<file path="config.mk">
export PLATFORM = sky130hd
export DESIGN_NAME = keypad_operand_entry_flat
export DESIGN_NICKNAME = d
export VERILOG_FILES = /design/src/rtl/calc_pkg.sv /design/src/rtl/keypad_operand_entry_if.sv /design/src/rtl/key_debounce.sv /design/src/rtl/keypad_operand_entry.sv /design/src/flat_wrapper.sv
export SDC_FILE = /design/constraint.sdc
export NUM_CORES = 1
export LEC_CHECK = 0
export CAP_MARGIN = 20
export CELL_PAD_IN_SITES_DETAIL_PLACEMENT = 1
export CELL_PAD_IN_SITES_GLOBAL_PLACEMENT = 1
export CORE_MARGIN = 3
export CORE_UTILIZATION = 45
export DETAILED_ROUTE_END_ITERATION = 12
export GPL_TIMING_DRIVEN = 0
export PLACE_DENSITY = 0.83
export SLEW_MARGIN = 20
export SYNTH_ARGS = -nofsm -noshare
export SYNTH_HDL_FRONTEND = slang
export SYNTH_HIERARCHICAL = 1
export SYNTH_SLANG_ARGS = --single-unit
</file>
<file path="constraint.sdc">
create_clock -name clk -period 5.2 [get_ports clk]
set_clock_uncertainty 0.1 [all_clocks]
set_input_delay 1.04 -clock clk [delete_from_list [all_inputs] [get_ports clk]]
set_output_delay 1.04 -clock clk [all_outputs]
set_load 0.02 [all_outputs]
</file>
<file path="src/rtl/calc_pkg.sv">
// calc_pkg: shared constants and helpers for the calculator front end.
//   - 7-segment codes for digits 0..9 and blank (abcdefg.dp, a = MSB)
//   - LCD ASCII codes for blank and '0'
//   - operand-entry state codes
//   - bit positions of the keys inside the 12-bit push-switch vector
//   - decode_key(): turns a one-hot key pattern into digit/clear/enter flags
package calc_pkg;

    localparam int N_KEYS = 12;

    localparam logic [7:0] SEG_0   = 8'hFC;
    localparam logic [7:0] SEG_1   = 8'h60;
    localparam logic [7:0] SEG_2   = 8'hDA;
    localparam logic [7:0] SEG_3   = 8'hF2;
    localparam logic [7:0] SEG_4   = 8'h66;
    localparam logic [7:0] SEG_5   = 8'hB6;
    localparam logic [7:0] SEG_6   = 8'hBE;
    localparam logic [7:0] SEG_7   = 8'hE0;
    localparam logic [7:0] SEG_8   = 8'hFE;
    localparam logic [7:0] SEG_9   = 8'hF6;
    localparam logic [7:0] SEG_BLK = 8'h00;

    localparam logic [7:0] LCD_BLK  = 8'h20;
    localparam logic [7:0] LCD_ZERO = 8'h30;

    localparam logic [1:0] ST_OP1  = 2'b00;
    localparam logic [1:0] ST_OP2  = 2'b01;
    localparam logic [1:0] ST_DONE = 2'b10;
    localparam logic [1:0] ST_BAD  = 2'b11;

    // Key bit indices: digit d sits at KEY_D0 + d.
    localparam int KEY_ENTER = 0;
    localparam int KEY_CLR   = 1;
    localparam int KEY_D0    = 2;

    typedef struct packed {
        logic       is_digit;
        logic       is_clr;
        logic       is_enter;
        logic [3:0] digit;
    } key_dec_t;

    function automatic key_dec_t decode_key(input logic [N_KEYS-1:0] k);
        key_dec_t r;
        r          = '0;
        r.is_enter = k[KEY_ENTER];
        r.is_clr   = k[KEY_CLR];
        for (int d = 0; d < 10; d++) begin
            if (k[KEY_D0+d]) begin
                r.is_digit = 1'b1;
                r.digit    = 4'(d);
            end
        end
        return r;
    endfunction

    function automatic logic [7:0] seg_of(input logic [3:0] d);
        logic [7:0] s;
        case (d)
            4'd0:    s = SEG_0;
            4'd1:    s = SEG_1;
            4'd2:    s = SEG_2;
            4'd3:    s = SEG_3;
            4'd4:    s = SEG_4;
            4'd5:    s = SEG_5;
            4'd6:    s = SEG_6;
            4'd7:    s = SEG_7;
            4'd8:    s = SEG_8;
            4'd9:    s = SEG_9;
            default: s = SEG_BLK;
        endcase
        return s;
    endfunction

endpackage

</file>
<file path="src/rtl/keypad_operand_entry_if.sv">
// keypad_operand_entry_if: keypad-to-ALU bundle.
//   i_sw_push  raw push switches into the entry block
//   o_seg/o_lcd  echo of the last accepted key
//   o_op1/o_op2  binary operands, o_digits digits in current operand
//   o_state    entry state, o_valid operands-complete strobe, o_ovf digit-rejected strobe
// master: keypad/ALU side (drives keys, observes results)
// slave : the entry block itself
interface keypad_operand_entry_if #(
    parameter int N_DIGITS = 3,
    parameter int VAL_W    = 10
);
    import calc_pkg::*;

    localparam int DIG_W = $clog2(N_DIGITS + 1);

    logic [N_KEYS-1:0] i_sw_push;
    logic [7:0]        o_seg;
    logic [7:0]        o_lcd;
    logic [VAL_W-1:0]  o_op1;
    logic [VAL_W-1:0]  o_op2;
    logic [DIG_W-1:0]  o_digits;
    logic [1:0]        o_state;
    logic              o_valid;
    logic              o_ovf;

    modport master (
        output i_sw_push,
        input  o_seg, o_lcd, o_op1, o_op2, o_digits, o_state, o_valid, o_ovf
    );

    modport slave (
        input  i_sw_push,
        output o_seg, o_lcd, o_op1, o_op2, o_digits, o_state, o_valid, o_ovf
    );

endinterface

</file>
<file path="src/rtl/key_debounce.sv">
// key_debounce: 2-flop synchroniser plus stability counter for a W-bit key vector.
//   clk, rst  clock, asynchronous active-high reset
//   i_raw     raw switch pattern
//   o_key     accepted pattern (valid together with o_evt)
//   o_evt     one-cycle strobe: a new one-hot pattern has just been accepted
module key_debounce #(
    parameter int W          = 12,
    parameter int DEB_CYCLES = 20000
) (
    input  logic         clk,
    input  logic         rst,
    input  logic [W-1:0] i_raw,
    output logic [W-1:0] o_key,
    output logic         o_evt
);

    localparam int               CNT_W   = $clog2(DEB_CYCLES + 1);
    localparam logic [CNT_W-1:0] CNT_MAX = CNT_W'(DEB_CYCLES - 1);

    logic [W-1:0]     sync1_q, sync2_q;
    logic [W-1:0]     samp_q, samp_d;
    logic [W-1:0]     key_q, key_d;
    logic [CNT_W-1:0] cnt_q, cnt_d;
    logic             accept;

    always_ff @(posedge clk or posedge rst) begin
        if (rst) begin
            sync1_q <= '0;
            sync2_q <= '0;
            samp_q  <= '0;
            key_q   <= '0;
            cnt_q   <= '0;
        end else begin
            sync1_q <= i_raw;
            sync2_q <= sync1_q;
            samp_q  <= samp_d;
            key_q   <= key_d;
            cnt_q   <= cnt_d;
        end
    end

    // The counter saturates at CNT_MAX, so a held pattern is re-accepted
    // every cycle; the key_q comparison keeps that from re-firing events.
    always_comb begin
        samp_d = samp_q;
        cnt_d  = cnt_q;
        accept = 1'b0;
        if (sync2_q != samp_q) begin
            samp_d = sync2_q;
            cnt_d  = '0;
        end else if (cnt_q != CNT_MAX) begin
            cnt_d = cnt_q + CNT_W'(1);
        end else begin
            accept = 1'b1;
        end
        key_d = accept ? samp_q : key_q;
    end

    // Release (all-zero) and multi-hot patterns are accepted silently.
    assign o_evt = accept && (samp_q != key_q) && $onehot(samp_q);
    assign o_key = key_d;

endmodule

</file>
<file path="src/rtl/keypad_operand_entry.sv">
// keypad_operand_entry: two-operand decimal entry front end.
//   clk, rst  clock, asynchronous active-high reset
//   kif       slave side of keypad_operand_entry_if:
//             i_sw_push in; o_seg, o_lcd, o_op1, o_op2, o_digits,
//             o_state, o_valid, o_ovf out
// Each debounced key event updates the FSM, the current operand and the
// display registers on the following clock edge. VAL_W must satisfy
// 2**VAL_W > 10**N_DIGITS - 1 so operand*10+d never wraps.
module keypad_operand_entry
    import calc_pkg::*;
#(
    parameter int N_DIGITS   = 3,
    parameter int VAL_W      = 10,
    parameter int DEB_CYCLES = 20000
) (
    input logic                  clk,
    input logic                  rst,
    keypad_operand_entry_if.slave kif
);

    localparam int DIG_W = $clog2(N_DIGITS + 1);

    logic [N_KEYS-1:0] key_new;
    logic              key_evt;
    key_dec_t          kd;

    logic [1:0]       state_q, state_d;
    logic [VAL_W-1:0] op1_q, op1_d, op2_q, op2_d;
    logic [VAL_W-1:0] cur_val, acc_val;
    logic [DIG_W-1:0] dig_q, dig_d;
    logic [7:0]       seg_q, seg_d, lcd_q, lcd_d;
    logic             valid_q, valid_d, ovf_q, ovf_d;
    logic             all_clr;

    key_debounce #(
        .W          (N_KEYS),
        .DEB_CYCLES (DEB_CYCLES)
    ) u_deb (
        .clk   (clk),
        .rst   (rst),
        .i_raw (kif.i_sw_push),
        .o_key (key_new),
        .o_evt (key_evt)
    );

    assign kd = decode_key(key_new);

    // State register and datapath registers.
    always_ff @(posedge clk or posedge rst) begin
        if (rst) begin
            state_q <= ST_OP1;
            op1_q   <= '0;
            op2_q   <= '0;
            dig_q   <= '0;
            seg_q   <= SEG_BLK;
            lcd_q   <= LCD_BLK;
            valid_q <= 1'b0;
            ovf_q   <= 1'b0;
        end else begin
            state_q <= state_d;
            op1_q   <= op1_d;
            op2_q   <= op2_d;
            dig_q   <= dig_d;
            seg_q   <= seg_d;
            lcd_q   <= lcd_d;
            valid_q <= valid_d;
            ovf_q   <= ovf_d;
        end
    end

    // Next-state logic. Any key in DONE performs an all-clear, which lands
    // in OP1 (a digit is then entered as op1's first digit).
    always_comb begin
        state_d = state_q;
        case (state_q)
            ST_OP1:  if (key_evt && kd.is_enter) state_d = ST_OP2;
            ST_OP2:  if (key_evt && kd.is_enter) state_d = ST_DONE;
            ST_DONE: if (key_evt)                state_d = ST_OP1;
            default:                             state_d = ST_OP1;
        endcase
    end

    // Operand, digit-count and display updates.
    always_comb begin
        op1_d   = op1_q;
        op2_d   = op2_q;
        dig_d   = dig_q;
        seg_d   = seg_q;
        lcd_d   = lcd_q;
        valid_d = 1'b0;
        ovf_d   = 1'b0;

        cur_val = (state_q == ST_OP2) ? op2_q : op1_q;
        acc_val = cur_val * VAL_W'(10) + VAL_W'(kd.digit);

        all_clr = (state_q == ST_BAD) || (key_evt && state_q == ST_DONE);
        if (all_clr) begin
            op1_d = '0;
            op2_d = '0;
            dig_d = '0;
            seg_d = SEG_BLK;
            lcd_d = LCD_BLK;
        end

        if (key_evt && state_q != ST_BAD) begin
            if (kd.is_digit) begin
                seg_d = seg_of(kd.digit);
                lcd_d = LCD_ZERO + {4'h0, kd.digit};
                if (state_q == ST_DONE) begin
                    op1_d = VAL_W'(kd.digit);
                    dig_d = DIG_W'(1);
                end else if (dig_q < DIG_W'(N_DIGITS)) begin
                    if (state_q == ST_OP2) op2_d = acc_val;
                    else                   op1_d = acc_val;
                    dig_d = dig_q + DIG_W'(1);
                end else begin
                    ovf_d = 1'b1;
                end
            end else if (kd.is_clr && state_q != ST_DONE) begin
                if (state_q == ST_OP2) op2_d = '0;
                else                   op1_d = '0;
                dig_d = '0;
                seg_d = SEG_BLK;
                lcd_d = LCD_BLK;
            end else if (kd.is_enter && state_q != ST_DONE) begin
                dig_d   = '0;
                valid_d = (state_q == ST_OP2);
            end
        end
    end

    assign kif.o_state  = state_q;
    assign kif.o_op1    = op1_q;
    assign kif.o_op2    = op2_q;
    assign kif.o_digits = dig_q;
    assign kif.o_seg    = seg_q;
    assign kif.o_lcd    = lcd_q;
    assign kif.o_valid  = valid_q;
    assign kif.o_ovf    = ovf_q;

endmodule

</file>
<file path="src/flat_wrapper.sv">
// flat-port wrapper written by rule: the top's interface ports become plain ports
module keypad_operand_entry_flat import calc_pkg::*;
#(
    parameter int N_DIGITS   = 3,
    parameter int VAL_W      = 10,
    parameter int DEB_CYCLES = 20000
)
  (clk, rst, kif_i_sw_push, kif_o_seg, kif_o_lcd, kif_o_op1, kif_o_op2, kif_o_digits, kif_o_state, kif_o_valid, kif_o_ovf);
  keypad_operand_entry_if #(.N_DIGITS(N_DIGITS), .VAL_W(VAL_W)) kif_i ();
  input logic clk;
  input logic rst;
  input wire logic [$bits(kif_i.i_sw_push)-1:0] kif_i_sw_push;
  output wire logic [$bits(kif_i.o_seg)-1:0] kif_o_seg;
  output wire logic [$bits(kif_i.o_lcd)-1:0] kif_o_lcd;
  output wire logic [$bits(kif_i.o_op1)-1:0] kif_o_op1;
  output wire logic [$bits(kif_i.o_op2)-1:0] kif_o_op2;
  output wire logic [$bits(kif_i.o_digits)-1:0] kif_o_digits;
  output wire logic [$bits(kif_i.o_state)-1:0] kif_o_state;
  output wire logic [$bits(kif_i.o_valid)-1:0] kif_o_valid;
  output wire logic [$bits(kif_i.o_ovf)-1:0] kif_o_ovf;
  assign kif_i.i_sw_push = kif_i_sw_push;
  assign kif_o_seg = kif_i.o_seg;
  assign kif_o_lcd = kif_i.o_lcd;
  assign kif_o_op1 = kif_i.o_op1;
  assign kif_o_op2 = kif_i.o_op2;
  assign kif_o_digits = kif_i.o_digits;
  assign kif_o_state = kif_i.o_state;
  assign kif_o_valid = kif_i.o_valid;
  assign kif_o_ovf = kif_i.o_ovf;
  keypad_operand_entry #(.N_DIGITS(N_DIGITS), .VAL_W(VAL_W), .DEB_CYCLES(DEB_CYCLES)) u_core (.clk(clk), .rst(rst), .kif(kif_i));
endmodule
</file>
Word level (Yosys, flattened, before mapping)
Memories as Yosys holds them, arrays and structs flattened.
Cells that the tools add are included.

cells by class
  add/sub/neg operators = 15
  $mul = 1
  $lt $le $gt $ge = 1
  equality and inequality tests = 12
  multiplexer cells = 68
  reductions and logical operators = 11

operator list
  cell                   number
  $mux 10                17
  $mux 8                 8
  $mux 15                2
  $mux 2                 12
  $ne 12x12->1           2
  $mux 1                 21
  $add 15x1->15 const B  1
  $ne 15x15->1 const B   1
  $add 1x1->2            6
  $mux 12                1
  $mux 3                 4
  $add 10x4->10          1
  $mul 10x3->9 const B   1
  $add 2x2->3            3
  $mux 4                 2
  $add 6x4->7 const A    1
  $logic_and 1x1->1      7
  $ne 2x1->1 const B     3
  $pmux 2 s3             1
  $add 3x3->4            1
  $add 4x3->4            1
  $eq 2x2->1 const B     2
  $eq 4x1->1 const B     1
  $ne 2x2->1 const B     2
  7 further kinds        7

storage, ports and cells
  flip-flop bits (word level) = 105
  bits in read-only memories = 112
  word-level logic and storage cells = 122
  memories = 1

memories
  name             depth  width  read ports  clocked after Yosys merged registers in  wr ports  RTL line        text
  (no name shown)  16     7      1           0                                        0         calc_pkg.sv:59  case (d)

Depth between registers and ports, before layout
Gate-level depths: netlist of the first run.

  word-level depth = 19
  depth in mapped cells = 19
  gate-level depth less buffers = 18

Hierarchy
Netlist of the first run, hierarchy kept.

modules (own cells, without submodules)
  module                instances  cells each  area each (um^2)
  keypad_operand_entry  1          316         2836.5
  key_debounce          1          213         2765.2

Worst setup path before layout of the first run
Ideal clock, no wire load.

  path kind = flip-flop to flip-flop
  start = register u_core.u_deb.samp_q[8]
  end = register u_core.op2_q[2], in the netlist u_core/kif.o_op2[2]
  arrival time = 4.479 ns
  data required time = 4.956 ns
  path slack = 0.477 ns
  cell stages (with the launch flop) = 19
  buffers on the path = 2
  path through = dfrtp_1 -> fa_1 -> ha_1 -> fa_1 -> inv_1 -> fa_1 -> inv_1 -> fa_1 -> inv_1 -> fa_1 -> xor2_1 -> nand4_1 -> nor4_1 -> clkbuf_1 -> nand2_1 -> or4_1 -> clkbuf_1 -> a31oi_1 -> nor2_1

on the way
  elaborated cells on any way between the ends = 42

RTL lines
  what                               RTL line                     text
  start, declared                    key_debounce.sv:21           logic [W-1:0] samp_q, samp_d;
  start signal, assigned             key_debounce.sv:36           samp_q <= samp_d;
  $add 1x1->2 (not written as such)  key_debounce.sv:60           assign o_evt = accept && (samp_q != key_q) && $onehot(samp_q);
  $add 2x2->3 (not written as such)  key_debounce.sv:60
  $add 4x3->4 (not written as such)  key_debounce.sv:60
  $eq 4x1->1                         key_debounce.sv:60
  $logic_and 1x1->1 (*)              key_debounce.sv:60
  via u_core.key_evt                 keypad_operand_entry.sv:24   logic key_evt;
  $logic_and 1x1->1                  keypad_operand_entry.sv:96   all_clr = (state_q == ST_BAD) || (key_evt && state_q == ST_DONE);
  $logic_or 1x1->1                   keypad_operand_entry.sv:96
  $mux 10                            keypad_operand_entry.sv:97   if (all_clr) begin
  $mux 10                            keypad_operand_entry.sv:113  if (state_q == ST_OP2) op2_d = acc_val;
  $mux 10                            keypad_operand_entry.sv:112  end else if (dig_q < DIG_W'(N_DIGITS)) begin
  $mux 10                            keypad_operand_entry.sv:109  if (state_q == ST_DONE) begin
  $mux 10                            keypad_operand_entry.sv:106  if (kd.is_digit) begin
  $mux 10 (*)                        keypad_operand_entry.sv:105  if (key_evt && state_q != ST_BAD) begin
  via u_core.op2_d[2]                keypad_operand_entry.sv:28   logic [VAL_W-1:0] op1_q, op1_d, op2_q, op2_d;
  end signal, assigned               keypad_operand_entry.sv:62   op2_q <= op2_d;
  end, declared                      keypad_operand_entry.sv:28

Mark *: on every way through the listed nets, which the timed path passes. The rest lies on a longest branch.
A chain may end at the register's enable or synchronous reset.

Worst setup path after layout of the first run
  start = register u_core.u_deb.samp_q[9]
  end = register u_core.op1_q[9], in the netlist u_core/kif.o_op1[9]

on the way
  elaborated cells on any way between the ends = 42

RTL lines
  what                               RTL line                     text
  $add 1x1->2 (not written as such)  key_debounce.sv:60
  $add 2x2->3 (not written as such)  key_debounce.sv:60
  $add 4x3->4 (not written as such)  key_debounce.sv:60
  $eq 4x1->1                         key_debounce.sv:60
  $logic_and 1x1->1 (*)              key_debounce.sv:60
  via u_core.key_evt                 keypad_operand_entry.sv:24
  $logic_and 1x1->1                  keypad_operand_entry.sv:96
  $logic_or 1x1->1                   keypad_operand_entry.sv:96
  $mux 10                            keypad_operand_entry.sv:97
  $mux 10                            keypad_operand_entry.sv:113
  $mux 10                            keypad_operand_entry.sv:112
  $mux 10                            keypad_operand_entry.sv:109
  $mux 10                            keypad_operand_entry.sv:106
  $mux 10 (*)                        keypad_operand_entry.sv:105
  via u_core.op1_d[9]                keypad_operand_entry.sv:28
  end signal, assigned               keypad_operand_entry.sv:61   op1_q <= op1_d;
  end, declared                      keypad_operand_entry.sv:28

Marked as above.

==> reports/results.tsv, run 1 <==
metric	value	unit
status	finished, final reports clean	
Sw Pwr	0.000436	W
Top FF cell, synth	dfrtp_1	
number of global-route vias before repair	4544	
CP startpoint kind	register	
Post-synth ARST share	100	%
sw frac	26.0	%
Fmax	197	MHz
Clock Power Share	40.3	%
Max-Cap Viols	0	
Cell Area, Synth	5600	um2
multiplexer share of the synthesized area	4.85	%
Logic pwr share	9.2	%
initial antenna violation count	0	
Adder-Cell Fraction of Synth Area	9.25	%
peak supply drop	187	uV
largest family of logic cells by synthesized area	simple AND/OR/NAND/NOR gates	
worst-path cell chain	fa_1, ha_4, fa_1, inv_1, fa_1, inv_1, fa_2, inv_2, fa_2, xor2_1, nand4_1, nor4_2, buf_4, clkinvlp_4, nor2_4, o211ai_1, or4_1, nor2_1, or3b_1	
# DRC	0	
Final min period	5.07	ns
first-pass GRT wire length	23100	um
Die Y	118	um
Layout Cell Area excl Fill	6900	um2
Final period util	97.4	%
FILL cells	1327	
Post-Route WL	14500	um
Inst Count DP	754	
Worst path slowest cell	fa_1	
Ports	56	
crit path capture type	register	
worst skew pair latency	0.36	ns
drt via density	5.41	
final setup fails	0	
Int Pwr	0.00124	W
Crit path buffers/inverters	5	
Reg clk slew, reported paths	0.08	ns
H-tree Lvls	3	
Hold WC Path Type	register to register	
Post-Syn Area per Cell	10.6	um2
register area share after synthesis	46.9	%
fraction of layout cells with a size suffix above 1	15.1	%
Ys Warns	6	
GRT overflow	0	
Synth Area in XOR/XNOR	8.71	%
TritonRoute pass-1 iters	4	
Crit path top cell by count	fa_1	
final setup margin	0.135	ns
core footprint	12100	um2
WHS	0.244	ns
Synth cell types	59	
Pwr per Cell Area	243	nW/um2
IO Port Bufs	55	
Total GRT Usage	20.7	%
Initial Utilization	46.2	%
DR WL/cell	18.6	um
initial drt markers	233	
Seq pwr share	50.5	%
critical setup path kind	register to register	
clock sinks	105	
n_diodes	0	
final setup TNS	0	ns
placed inst area	6410	um2
Non-Filler Instances	779	
Leakage Power	3.09	nW
largest net degree at the start of global routing	58	
Slew HR	48.6	%
nets	656	
Yosys reg bits	105	
Crit path required time	5.40	ns
Area Growth Syn to Fin	23.1	%
RSZ-0062 raised after global routing	yes	
Crit path max-delay family	adder cells	
clk buf depth	2	
Worst Max-Slew Pin Slew	0.766	ns
data arrival time of the critical path	5.26	ns
CP max FO	8	
remaining antenna violation count	0	
Post-synth EDFFs	0	
Die W	118	um
Inserted Clock Buffers	9	
via count	4212	
Synth Net Count	579	
TritonCTS clock tree	built	
Core Rows	40	
dpl ws	-0.718	ns
Root Driver	clkbuf_16	
detailed placement HPWL	10000	um
Fin. Hold Viols	0	
die area	13800	um2
Largest stage delay, worst path	0.61	ns
Pins Over Slew Limit	0	
gp weighted congestion	0.848	
Mapped Cells	529	
fraction of the mapped netlist area in simple logic gates	14.9	%
compound-gate portion of the synthesized area	10.5	%
==> registers in the layout, summed over array words and instances, names as in the netlist <==
signal	flops
u_core/u_deb/cnt_q	15
u_core/u_deb/key_q	12
u_core/u_deb/samp_q	12
u_core/u_deb/sync1_q	12
u_core/u_deb/sync2_q	12
u_core/kif.o_op1	10
u_core/kif.o_op2	10
u_core/kif.o_lcd	8
u_core/kif.o_seg	8
u_core/kif.o_digits	2
u_core/kif.o_state	2
u_core/kif.o_ovf	1
u_core/kif.o_valid	1
==> power by group through the flow <==
stage / Combinational (W) / Clock [W] / Sequential [W]
6_report: 0.000154 / 0.000675 / 0.000845
5_1_grt: 0.000171 / 0.000729 / 0.000847
4_1_cts: 0.000135 / 0.000692 / 0.000845
3_5_place_dp: 0.000132 / 0 / 0.000861
3_3_place_gp: 0.000111 / 0 / 0.000859
2_1_floorplan: 0.0000868 / 0 / 0.000856
==> layer usage <==
layer / GRT usage (%) / wire length [um]
met1: 27.2 / 6420
met2: 34.7 / 7340
met3: 4.76 / 526
met4: 5.20 / 228
met5: 0 / 0
==> worst paths after layout <==
check / start / end / slack, ns / cells past startpoint
min in group asynchronous: rst / u_core/u_deb/cnt_q[2] / 0.87 / 2
max in group asynchronous: rst / u_core/kif.o_lcd[5] / 3.56 / 3
setup / recovery: u_core/u_deb/samp_q[9] / u_core/kif.o_op1[9] / 0.13 / 19
hold reg to reg: u_core/u_deb/sync1_q[9] / u_core/u_deb/sync2_q[9] / 0.24 / 0
setup reg to reg: u_core/u_deb/samp_q[9] / u_core/kif.o_op1[9] / 0.13 / 19
hold / removal: u_core/u_deb/sync1_q[9] / u_core/u_deb/sync2_q[9] / 0.24 / 0
==> per-stage QoR <==
stage          power [W]  util (%)
6_report         0.00167      56.9
2_1_floorplan   0.000943         -
3_5_place_dp    0.000993      52.9
3_3_place_gp    0.000970      52.5
4_1_cts          0.00167      55.9
5_1_grt          0.00175      56.9
==> cell usage in the layout (no fill, tap or decap), types with 4 or more instances in the layout <==
| cell | n |
|---|---|
| nor3_1 | 7 |
| xnor2_1 | 13 |
| nor4_1 | 6 |
| and3_1 | 6 |
| clkdlybuf4s50_1 | 55 |
| buf_6 | 4 |
| nor2_1 | 35 |
| o21ai_0 | 18 |
| nand2b_1 | 4 |
| a21oi_1 | 37 |
| a21o_1 | 5 |
| nand2_1 | 44 |
| ha_1 | 26 |
| nand3_1 | 20 |
| o2bb2ai_1 | 5 |
| buf_2 | 4 |
| buf_4 | 12 |
| fa_1 | 7 |
| dfrtp_1 | 101 |
| clkbuf_1 | 20 |
| xor2_1 | 38 |
| mux2_4 | 11 |
| a31oi_1 | 10 |
| clkbuf_16 | 9 |
| mux2i_1 | 5 |
| inv_1 | 24 |
==> final cells by class <==
type                            count  area, um2  share of cell area (%)
Multi-Input combinational cell    364       2810                    40.7
Sequential cell                   105       2630                    38.2
Timing Repair Buffer               67        673                    9.76
Clock buffer                       10        229                    3.32
Tap cell                          168        210                    3.05
Buffer                             30        171                    2.49
Inverter                           29        115                    1.67
Clock inverter                      6       57.6                   0.835
==> synthesized netlist by cell type (3+ instances only) <==
library cell / count / share of area, %
dfrtp_1: 104 / 46
nand2_1: 45 / 3.0
a21oi_1: 39 / 3.5
xor2_1: 38 / 5.9
nor2_1: 37 / 2.5
inv_1: 29 / 1.9
ha_1: 27 / 6.0
clkbuf_1: 22 / 1.5
nand3_1: 20 / 1.8
o21ai_0: 18 / 1.6
xnor2_1: 13 / 2.0
mux2_4: 11 / 2.9
a31oi_1: 10 / 1.1
fa_1: 9 / 3.2
nor4_1: 9 / 1.0
nor3_1: 8 / 0.71
and3_1: 6 / 0.67
a21o_1: 5 / 0.67
mux2i_1: 5 / 0.89
o2bb2ai_1: 5 / 0.78
buf_2: 4 / 0.36
buf_6: 4 / 0.80
nand2b_1: 4 / 0.45
a22o_1: 3 / 0.47
a22oi_1: 3 / 0.40
mux2_2: 3 / 0.60
nand3b_1: 3 / 0.40
nor2b_1: 3 / 0.34
or3_1: 3 / 0.34
==> timing repair <==
action	4_1_cts	5_1_grt
hold buffers	0	0
setup endpoints to repair	31	36
pin swaps	0	6
resized for setup	16	18
buffers inserted	1	9
==> logic make-up (layout without fill, tap and decap cells) <==
| kind of cell | count (synthesis) | count (layout) |
|---|---|---|
| xor gates and xnor gates | 53 | 53 |
| and+or+nand+nor | 159 | 159 |
| buffers and inverters | 60 | 142 |
| muxes | 20 | 20 |
| adders and majority gates | 36 | 36 |
| DFF | 105 | 105 |
| AOI/OAI and AO/OA | 96 | 96 |
Note: power is estimated with default switching activity, not from simulation.
==> run 2: changes to the inputs <==
--- a/config.mk
+++ b/config.mk
@@ -10,6 +10,7 @@
 export CELL_PAD_IN_SITES_GLOBAL_PLACEMENT = 1
 export CORE_MARGIN = 3
 export CORE_UTILIZATION = 45
+export CTS_CLUSTER_DIAMETER = 100
 export DETAILED_ROUTE_END_ITERATION = 12
 export GPL_TIMING_DRIVEN = 0
 export PLACE_DENSITY = 0.83
==> results of run 2 <==
Same layout as run 1: the final DEF is identical, and so are final timing and power.
==> run 3: changes to the inputs <==
--- a/config.mk
+++ b/config.mk
@@ -9,11 +9,11 @@
 export CELL_PAD_IN_SITES_DETAIL_PLACEMENT = 1
 export CELL_PAD_IN_SITES_GLOBAL_PLACEMENT = 1
 export CORE_MARGIN = 3
-export CORE_UTILIZATION = 45
+export CORE_UTILIZATION = 40
 export CTS_CLUSTER_DIAMETER = 100
 export DETAILED_ROUTE_END_ITERATION = 12
 export GPL_TIMING_DRIVEN = 0
-export PLACE_DENSITY = 0.83
+export PLACE_DENSITY = 0.75
 export SLEW_MARGIN = 20
 export SYNTH_ARGS = -nofsm -noshare
 export SYNTH_HDL_FRONTEND = slang
==> reports/results.tsv, run 3 (synthesized netlist as in run 1, its figures left out) <==
metric	value	unit
number of global-route vias before repair	4597	
Final period util	97.8	%
Max-Cap Viols	0	
Hold WC Path Type	register to register	
placed inst area	6430	um2
Post-Route WL	14100	um
largest net degree at the start of global routing	57	
Die Y	124	um
most common cell after layout, fill and taps aside	dfrtp_1	
DR WL/cell	18.1	um
Worst R2R Start	u_core/u_deb/samp_q[8]	
Largest register FFs	15	
WHS Path Cells	0	
CP max FO	9	
fraction of layout cells with a size suffix above 1	13.4	%
IO Port Bufs	55	
GRT overflow	0	
Most flops, register	u_core/u_deb/cnt_q	
n_diodes	0	
Layout Cell Area excl Fill	6880	um2
first-pass GRT wire length	23800	um
Pwr per Cell Area	242	nW/um2
TritonCTS clock tree	built	
Area Growth Syn to Fin	22.8	%
WHS	0.244	ns
Leakage Power	3.09	nW
Ports	56	
core footprint	13500	um2
clock sinks	105	
worst reg-to-reg path cell count	18	
Worst Max-Slew Pin Slew	0.608	ns
Hold Crit Start	u_core/u_deb/sync1_q[9]	
final setup fails	0	
worst skew pair latency	0.36	ns
Reg clk slew, reported paths	0.08	ns
Total GRT Usage	18.9	%
via count	4180	
nets	650	
dpl ws	-0.745	ns
Slew HR	59.1	%
r2r setup slk	0.12	ns
Root Driver	clkbuf_16	
initial drt markers	196	
final setup margin	0.117	ns
clk buf depth	2	
remaining antenna violation count	0	
status	finished, final reports clean	
FILL cells	1483	
# DRC	0	
gp weighted congestion	0.875	
worst r2r dst	u_core/kif.o_op1[9]	
RSZ-0062 raised after global routing	yes	
critical setup path kind	register to register	
CP startpoint kind	register	
Core Rows	42	
crit path capture type	register	
Fmax	197	MHz
Fin. Hold Viols	0	
die area	15500	um2
Crit path required time	5.41	ns
Die W	124	um
data arrival time of the critical path	5.29	ns
Initial Utilization	41.6	%
hold endpoint	u_core/u_deb/sync2_q[9]	
drt via density	5.35	
most frequent cells in the layout	dfrtp_1, clkdlybuf4s50_1, nand2_1	
detailed placement HPWL	10300	um
initial antenna violation count	0	
Pins Over Slew Limit	0	
Final min period	5.08	ns
TritonRoute pass-1 iters	4	
Inserted Clock Buffers	9	
H-tree Lvls	3	
peak supply drop	191	uV
[run 3: cell count changes in the layout (fill, tap and decap cells not counted), sizes merged]
cell / change
or4: +1
clkbuf: +1
buf: -8
[run 3: power by group]
part           switching, W  internal (W)  total (W)
combinational     0.0000747     0.0000610   0.000136
clock              0.000335      0.000349   0.000685
sequential        0.0000139      0.000830   0.000844
total              0.000424       0.00124    0.00166
[run 3: per-stage QoR]
step | setup TNS (ns) | utilization [%] | cells | power (W)
CTS | 0 | 50.5 | 778 | 0.00169
global route | -0.0947 | 51.1 | 781 | 0.00175
finish | 0 | 51.1 | 781 | 0.00166
global placement | -6.55 | 47.4 | 760 | 0.000971
floorplan | 0 | - | 529 | 0.000943
detailed placement | -11.99 | 47.8 | 762 | 0.000993
[run 3: final cells by class]
class                      instances  area (um2)  area share (%)
clock buffer                      10         239            3.47
inverter                          29         111            1.62
sequential                       105        2630            38.2
clock inverter                     6        56.3           0.818
multi-input combinational        365        2820            41.0
timing repair buffer              60         628            9.13
buffer                            30         174            2.53
tap                              176         220            3.20
[run 3: worst max-delay path: stages (launching register included)]
cell and delay [ns]:
dfrtp_1 0.46, fa_1 0.50, ha_1 0.30, fa_1 0.49
inv_1 0.06, fa_1 0.48, inv_1 0.05, fa_1 0.40
a21o_1 0.21, a21oi_1 0.19, xnor2_1 0.10, nor4_2 0.27
buf_4 0.25, inv_1 0.15, nor2_2 0.18, o211ai_1 0.16
or4_1 0.44, nor2_1 0.10, or3b_1 0.12
[run 3: how the worst max path moves through the flow]
stage | slack, ns | start | cells after the start | to
global route | -0.09 | u_core/u_deb/samp_q[8] | 19 | u_core/kif.o_op1[9]
global placement | -0.55 | u_core/u_deb/samp_q[8] | 17 | u_core/kif.o_op2[3]
floorplan | 0.48 | u_core/u_deb/samp_q[8] | 18 | u_core/kif.o_op2[2]
CTS | 0.01 | u_core/u_deb/samp_q[8] | 17 | u_core/kif.o_op1[8]
detailed placement | -0.75 | u_core/u_deb/samp_q[8] | 17 | u_core/kif.o_op2[3]
finish | 0.12 | u_core/u_deb/samp_q[8] | 18 | u_core/kif.o_op1[9]
[run 3: routing by layer]
metal  global-route usage [%]  vias to the layer above  wire (um)
li1                         -                     1954          -
met1                     24.7                     2130       6410
met2                     31.2                       79       7000
met4                     5.09                        0        201
met5                        0                        -          0
met3                     5.23                       17        534
[run 3: timing repair]
action                                  CTS  global route
pin swaps                                 1             1
resized for setup                        15            17
gates cloned                              0             1
endpoints found under the setup margin   34            29
hold buffers                              0             0
setup buffers                             1             2
